## src/rtl/enc_dec_pkg.sv

```systemverilog
// Shared definitions for the encoder/decoder family.
//   ST_IDLE / ST_EMIT : state encodings used by the serial priority encoder
//   N_DEFAULT         : default request vector width
//   state_t           : FSM state type built on the encodings above
package enc_dec_pkg;

  localparam logic ST_IDLE = 1'b0;
  localparam logic ST_EMIT = 1'b1;

  localparam int N_DEFAULT = 8;

  typedef enum logic {
    IDLE = ST_IDLE,
    EMIT = ST_EMIT
  } state_t;

endpackage

```

## src/rtl/serial_priority_encoder_8to3_prio_enc.sv

```systemverilog
// Combinational priority encoder.
//   vec    : input request vector, bit N-1 has highest priority
//   idx    : index of the highest set bit (0 when vec is all zero)
//   any    : at least one bit of vec is set
//   single : exactly one bit of vec is set
module prio_enc_8to3
  import enc_dec_pkg::*;
#(
  parameter int N  = N_DEFAULT,
  parameter int CW = $clog2(N)
) (
  input  logic [N-1:0]  vec,
  output logic [CW-1:0] idx,
  output logic          any,
  output logic          single
);

  // Ascending scan so the highest set bit is the last one written.
  always_comb begin
    idx = '0;
    for (int i = 0; i < N; i++) begin
      if (vec[i]) begin
        idx = CW'(i);
      end
    end
  end

  // Clearing the lowest set bit leaves zero only for a one-hot vector.
  always_comb begin
    any    = |vec;
    single = any && ((vec & (vec - N'(1))) == '0);
  end

endmodule

```

## src/rtl/serial_priority_encoder_8to3.sv

```systemverilog
// Serial priority encoder: captures an N-bit request vector and emits the
// index of every set bit, highest first, one per output handshake.
//   clk, rst  : clock (rising edge), synchronous active-high reset
//   en        : enable, gates acceptance of a new vector only
//   in_vec    : request vector, in_valid / in_ready handshake
//   code      : index of highest pending bit, out_valid / out_ready handshake
//   out_last  : code is the final pending bit of the vector
//   zero_err  : one-cycle pulse after an all-zero vector was accepted
//   busy      : pending mask non-zero
module serial_priority_encoder_8to3
  import enc_dec_pkg::*;
#(
  parameter int N  = N_DEFAULT,
  parameter int CW = $clog2(N)
) (
  input  logic          clk,
  input  logic          rst,
  input  logic          en,
  input  logic [N-1:0]  in_vec,
  input  logic          in_valid,
  output logic          in_ready,
  output logic [CW-1:0] code,
  output logic          out_valid,
  input  logic          out_ready,
  output logic          out_last,
  output logic          zero_err,
  output logic          busy
);

  state_t         state;
  logic [N-1:0]   pending;
  logic [N-1:0]   next_pending;
  logic [CW-1:0]  next_idx;
  logic           next_any;
  logic           next_single;
  logic           accept;

  // in_ready is forced low while reset is asserted so nothing is taken
  // on a reset edge.
  assign in_ready  = ~rst & en & (state == IDLE);
  assign accept    = in_valid & in_ready;
  assign out_valid = (state == EMIT);
  assign busy      = (state == EMIT);

  // Pending mask for the next cycle: load on accept, clear the emitted
  // bit on each output handshake.
  always_comb begin
    next_pending = pending;
    case (state)
      IDLE: begin
        if (accept) begin
          next_pending = in_vec;
        end
      end
      EMIT: begin
        if (out_ready) begin
          next_pending = pending & ~(N'(1) << code);
        end
      end
      default: next_pending = pending;
    endcase
  end

  // Encoding the next mask lets code and out_last be registered and
  // valid in the same cycle the pending bits they describe become current.
  prio_enc_8to3 #(.N(N), .CW(CW)) u_prio_enc (
    .vec    (next_pending),
    .idx    (next_idx),
    .any    (next_any),
    .single (next_single)
  );

  // State, pending mask and registered outputs. An all-zero vector never
  // reaches EMIT because next_any stays low.
  always_ff @(posedge clk) begin
    if (rst) begin
      state    <= IDLE;
      pending  <= '0;
      code     <= '0;
      out_last <= 1'b0;
      zero_err <= 1'b0;
    end else begin
      pending  <= next_pending;
      state    <= next_any ? EMIT : IDLE;
      code     <= next_any ? next_idx : '0;
      out_last <= next_any & next_single;
      zero_err <= accept & ~(|in_vec);
    end
  end

endmodule
```

## config.mk

```make
export PLATFORM = sky130hd
export DESIGN_NAME = serial_priority_encoder_8to3
export DESIGN_NICKNAME = d
export VERILOG_FILES = /design/src/rtl/enc_dec_pkg.sv /design/src/rtl/serial_priority_encoder_8to3_prio_enc.sv /design/src/rtl/serial_priority_encoder_8to3.sv
export SDC_FILE = /design/constraint.sdc
export NUM_CORES = 1
export LEC_CHECK = 0
export CORE_UTILIZATION = 41
export CTS_BUF_LIST = sky130_fd_sc_hd__clkbuf_16
export CTS_CLUSTER_SIZE = 25
export DETAILED_ROUTE_END_ITERATION = 6
export PLACE_DENSITY = 0.82
export SYNTH_ARGS = -nofsm -noshare
export SYNTH_HDL_FRONTEND = slang
export SYNTH_SLANG_ARGS = --single-unit
```

## constraint.sdc

```tcl
create_clock -name clk -period 1.9 [get_ports clk]
set_clock_uncertainty 0.2 [all_clocks]
set_input_delay 0.285 -clock clk [delete_from_list [all_inputs] [get_ports clk]]
set_output_delay 0.285 -clock clk [all_outputs]
set_load 0.03 [all_outputs]
```

==> run_results.csv <==
group,metric,value,unit
outcome,status,"finished with violations",
outcome,violations,"negative setup slack",
timing,hold_violations,0,
yosys,synth.most_common_cell,"dfxtp_1",
pwr,switching_power,0.000308,W
yosys,synth-warning-count,0,
yosys,synth_ff_type,"dfxtp_1",
floorplan,die_w,45.3,um
layout,nets,149,
routing,first_pass_iters,4,
setup_path,path_max_fanout,5,
routing,drc,0,
cts,cts_buffers,3,
setup_path,r2r_end,"out_last",
yosys,ys_ff_latch,14,
setup_path,end_kind,"flop",
pwr,switching_share,29.3,%
setup_path,arrival,2040,ps
routing,avgViaCountPerCell,5.53,
grt,grt_pass1_wl,3730,um
placement,io_buffers,20,
timing,slew_headroom,73.0,%
setup_path,crit_end,"out_last",
floorplan,dieHeight,45.3,um
floorplan,fp.coreArea,1750,um2
placement,place_hpwl,1670,um
worst_hold_path,hold_class,"in -> reg",
yosys,yosys-top-cells-count,"dfxtp_1, nor2_1, nand2_1, nor3_1, o21ai_0",
setup_path,r2r_cells,7,
grt,first_global_vias,836,
setup_path,crit_start,"busy",
pwr,p_comb_share,29.6,%
pwr,power_density,803,nW/um2
grt,grt_usage,26.0,%
layout,area_delta_synth_final,70.8,%
yosys,yosysTopAreaCell,"dfxtp_1",
pwr,seqPwrFrac,32.5,%
yosys,syn_area_per_cell,8.25,um2
grt,gr-total-overflow,0,
cts,clockBufferDepth,2,
routing,wl_per_cell,16.8,um
timing,worst_slew_pin_slew,400,ps
yosys,async_reset_ff_share,0,%
timing,finalCritPeriodShare,109,%
cts,insertion_delay,240,ps
setup_path,critical_path_class,"reg -> reg",
yosys,synth.area.top_cells,"dfxtp_1, nor3_1, nor2_1",
yosys,synth_top_area_share,36.5,%
routing,dr.first_iter.drc_count,25,
run,cap_violations,0,
setup_path,max_stage_delay,360,ps
timing,whs,451,ps
routing,vias,884,
yosys,seq_area_frac_synth,36.5,%
yosys,syn_inst,93,
setup_path,cp_cell_sequence,"nor4bb_2, buf_4, mux2i_2, a21oi_4, nor4_4, o21ai_1, a31oi_1",
cts,cts_tree,"done",
setup_path,cp_slowest_cell,"dfxtp_4",
layout,diodes,0,
floorplan,placementRows,15,
timing,rsz0062_at_grt,"yes",
yosys,yosysUniqueCellTypes,29,
floorplan,io_pins,21,
timing,min_period,2080,ps
yosys,synth_nets,106,
yosys,netlist_area,767,um2
layout,drive_gt1_share,30.4,%
pwr,pwr-share-clk,37.8,%
placement,gp_congestion,0.827,
timing,fmax,482,MHz
setup_path,regToRegSetupSlack,-180,ps
pwr,leakage,0.544,nW
setup_path,critPathLaunchType,"flop",
timing,finalSetupViolCount,5,
cts,clkTransAtPathRegs,50,ps
cts,clock-sinks,14,
floorplan,dieArea,2050,um2
pwr,power.internal,0.000744,W
setup_path,reg2reg_from,"busy",
timing,fin_ws,-175,ps
routing,wirelength,2690,um
grt,antenna_found_initial,0,
floorplan,start_util,43.9,%
timing,drv_slew,0,
yosys,synth-edff-count,0,
grt,grt_start_max_net_pins,15,
routing,ant_nets,0,
cts,cts-root-buf,"clkbuf_16",
pwr,finalPower,0.00105,W
pwr,irDropWorstVdd,0.557,mV
layout,fillers,118,
setup_path,worstPathRequired,1870,ps
cts,htreeDepth,1,
worst min-delay path by stage:
stage	startpoint	depth (start not counted)	slack, ps	to
floorplan	rst	1	160	pending[2]
global placement	pending[4]	2	400	pending[4]
detailed placement	pending[4]	2	430	pending[4]
CTS	pending[4]	2	420	pending[4]
global route	in_vec[4]	2	450	zero_err
finish	in_vec[4]	2	450	zero_err
critical path, delay by kind of cell, from the launching register on:
family / cells / cell delay [ps]
AOI/OAI and AO/OA: 3 / 360
buffers and inverters: 1 / 180
DFF: 1 / 360
muxes: 1 / 290
and+or+nand+nor: 2 / 620
stage by stage:
stage / setup WS [ps] / setup TNS (ps) / instances / util (%) / cell area (um2)
floorplan: 4.25 / 0 / 93 / - / 786
finish: -175 / -492 / 160 / 75.1 / 1310
global placement: -432 / -2720 / 151 / 63.9 / 1120
detailed placement: -526 / -3500 / 151 / 63.9 / 1120
global route: -292 / -812 / 160 / 75.1 / 1310
CTS: -78.7 / -114 / 158 / 71.8 / 1250
cell families after synthesis:
family	count (synthesis)	synth area share, %
AO/OA/AOI/OAI	21	18.3
buffers and inverters	6	4.40
flip-flops	14	36.5
multiplexers	3	5.55
AND/OR/NAND/NOR	49	35.2
flip-flops by register name (all words and copies together), names as in the netlist:
signal / flops
pending: 8
code: 3
busy: 1
out_last: 1
zero_err: 1
placed cells by master (no fill, tap or decap), types with 2 or more instances in the layout:
cell | Yosys | final
or4_1 | 2 | 2
nor3_4 | 1 | 2
clkdlybuf4s50_1 | 0 | 11
nor3_1 | 9 | 8
inv_1 | 2 | 2
buf_4 | 3 | 21
nand2_1 | 9 | 9
o21ai_1 | 2 | 4
clkbuf_16 | 0 | 3
mux2i_4 | 1 | 2
dlygate4sd2_1 | 0 | 5
dlymetal6s2s_1 | 0 | 3
nor2b_1 | 4 | 4
o21ai_0 | 6 | 4
o311ai_1 | 2 | 2
a31oi_1 | 2 | 2
a21oi_1 | 4 | 3
nand2b_1 | 3 | 3
dfxtp_1 | 14 | 13
nor2_1 | 12 | 11
power by group through the flow:
stage / combinational [W] / sequential [W] / clock (W)
2_1_floorplan: 0.000120 / 0.000369 / 0
3_3_place_gp: 0.000260 / 0.000341 / 0
3_5_place_dp: 0.000267 / 0.000342 / 0
4_1_cts: 0.000286 / 0.000339 / 0.000401
5_1_grt: 0.000328 / 0.000344 / 0.000420
6_report: 0.000312 / 0.000342 / 0.000398
metal layers:
metal / GRT usage [%] / vias to the layer above / wire, um
li1: - / 426 / -
met1: 29.0 / 410 / 1090
met2: 45.8 / 38 / 1360
met3: 7.60 / 10 / 164
met4: 10.3 / 0 / 75
met5: 0 / - / 0
timing repair:
action / 4_1_cts / 5_1_grt
pin swaps: 7 / 3
setup buffers: 3 / 2
setup endpoints to repair: 9 / 9
hold buffers: 0 / 0
resized for setup: 14 / 8
cell type report:
cell class                 instances  area [um2]  area share (%)
tap                               25        31.3            2.39
multi-input combinational         73         528            40.3
sequential                        14         284            21.7
clock inverter                     1        3.75           0.287
clock buffer                       3        75.1            5.73
inverter                           2        7.51           0.573
timing repair buffer              42         380            29.0
(Power assumes the default switching activity.)
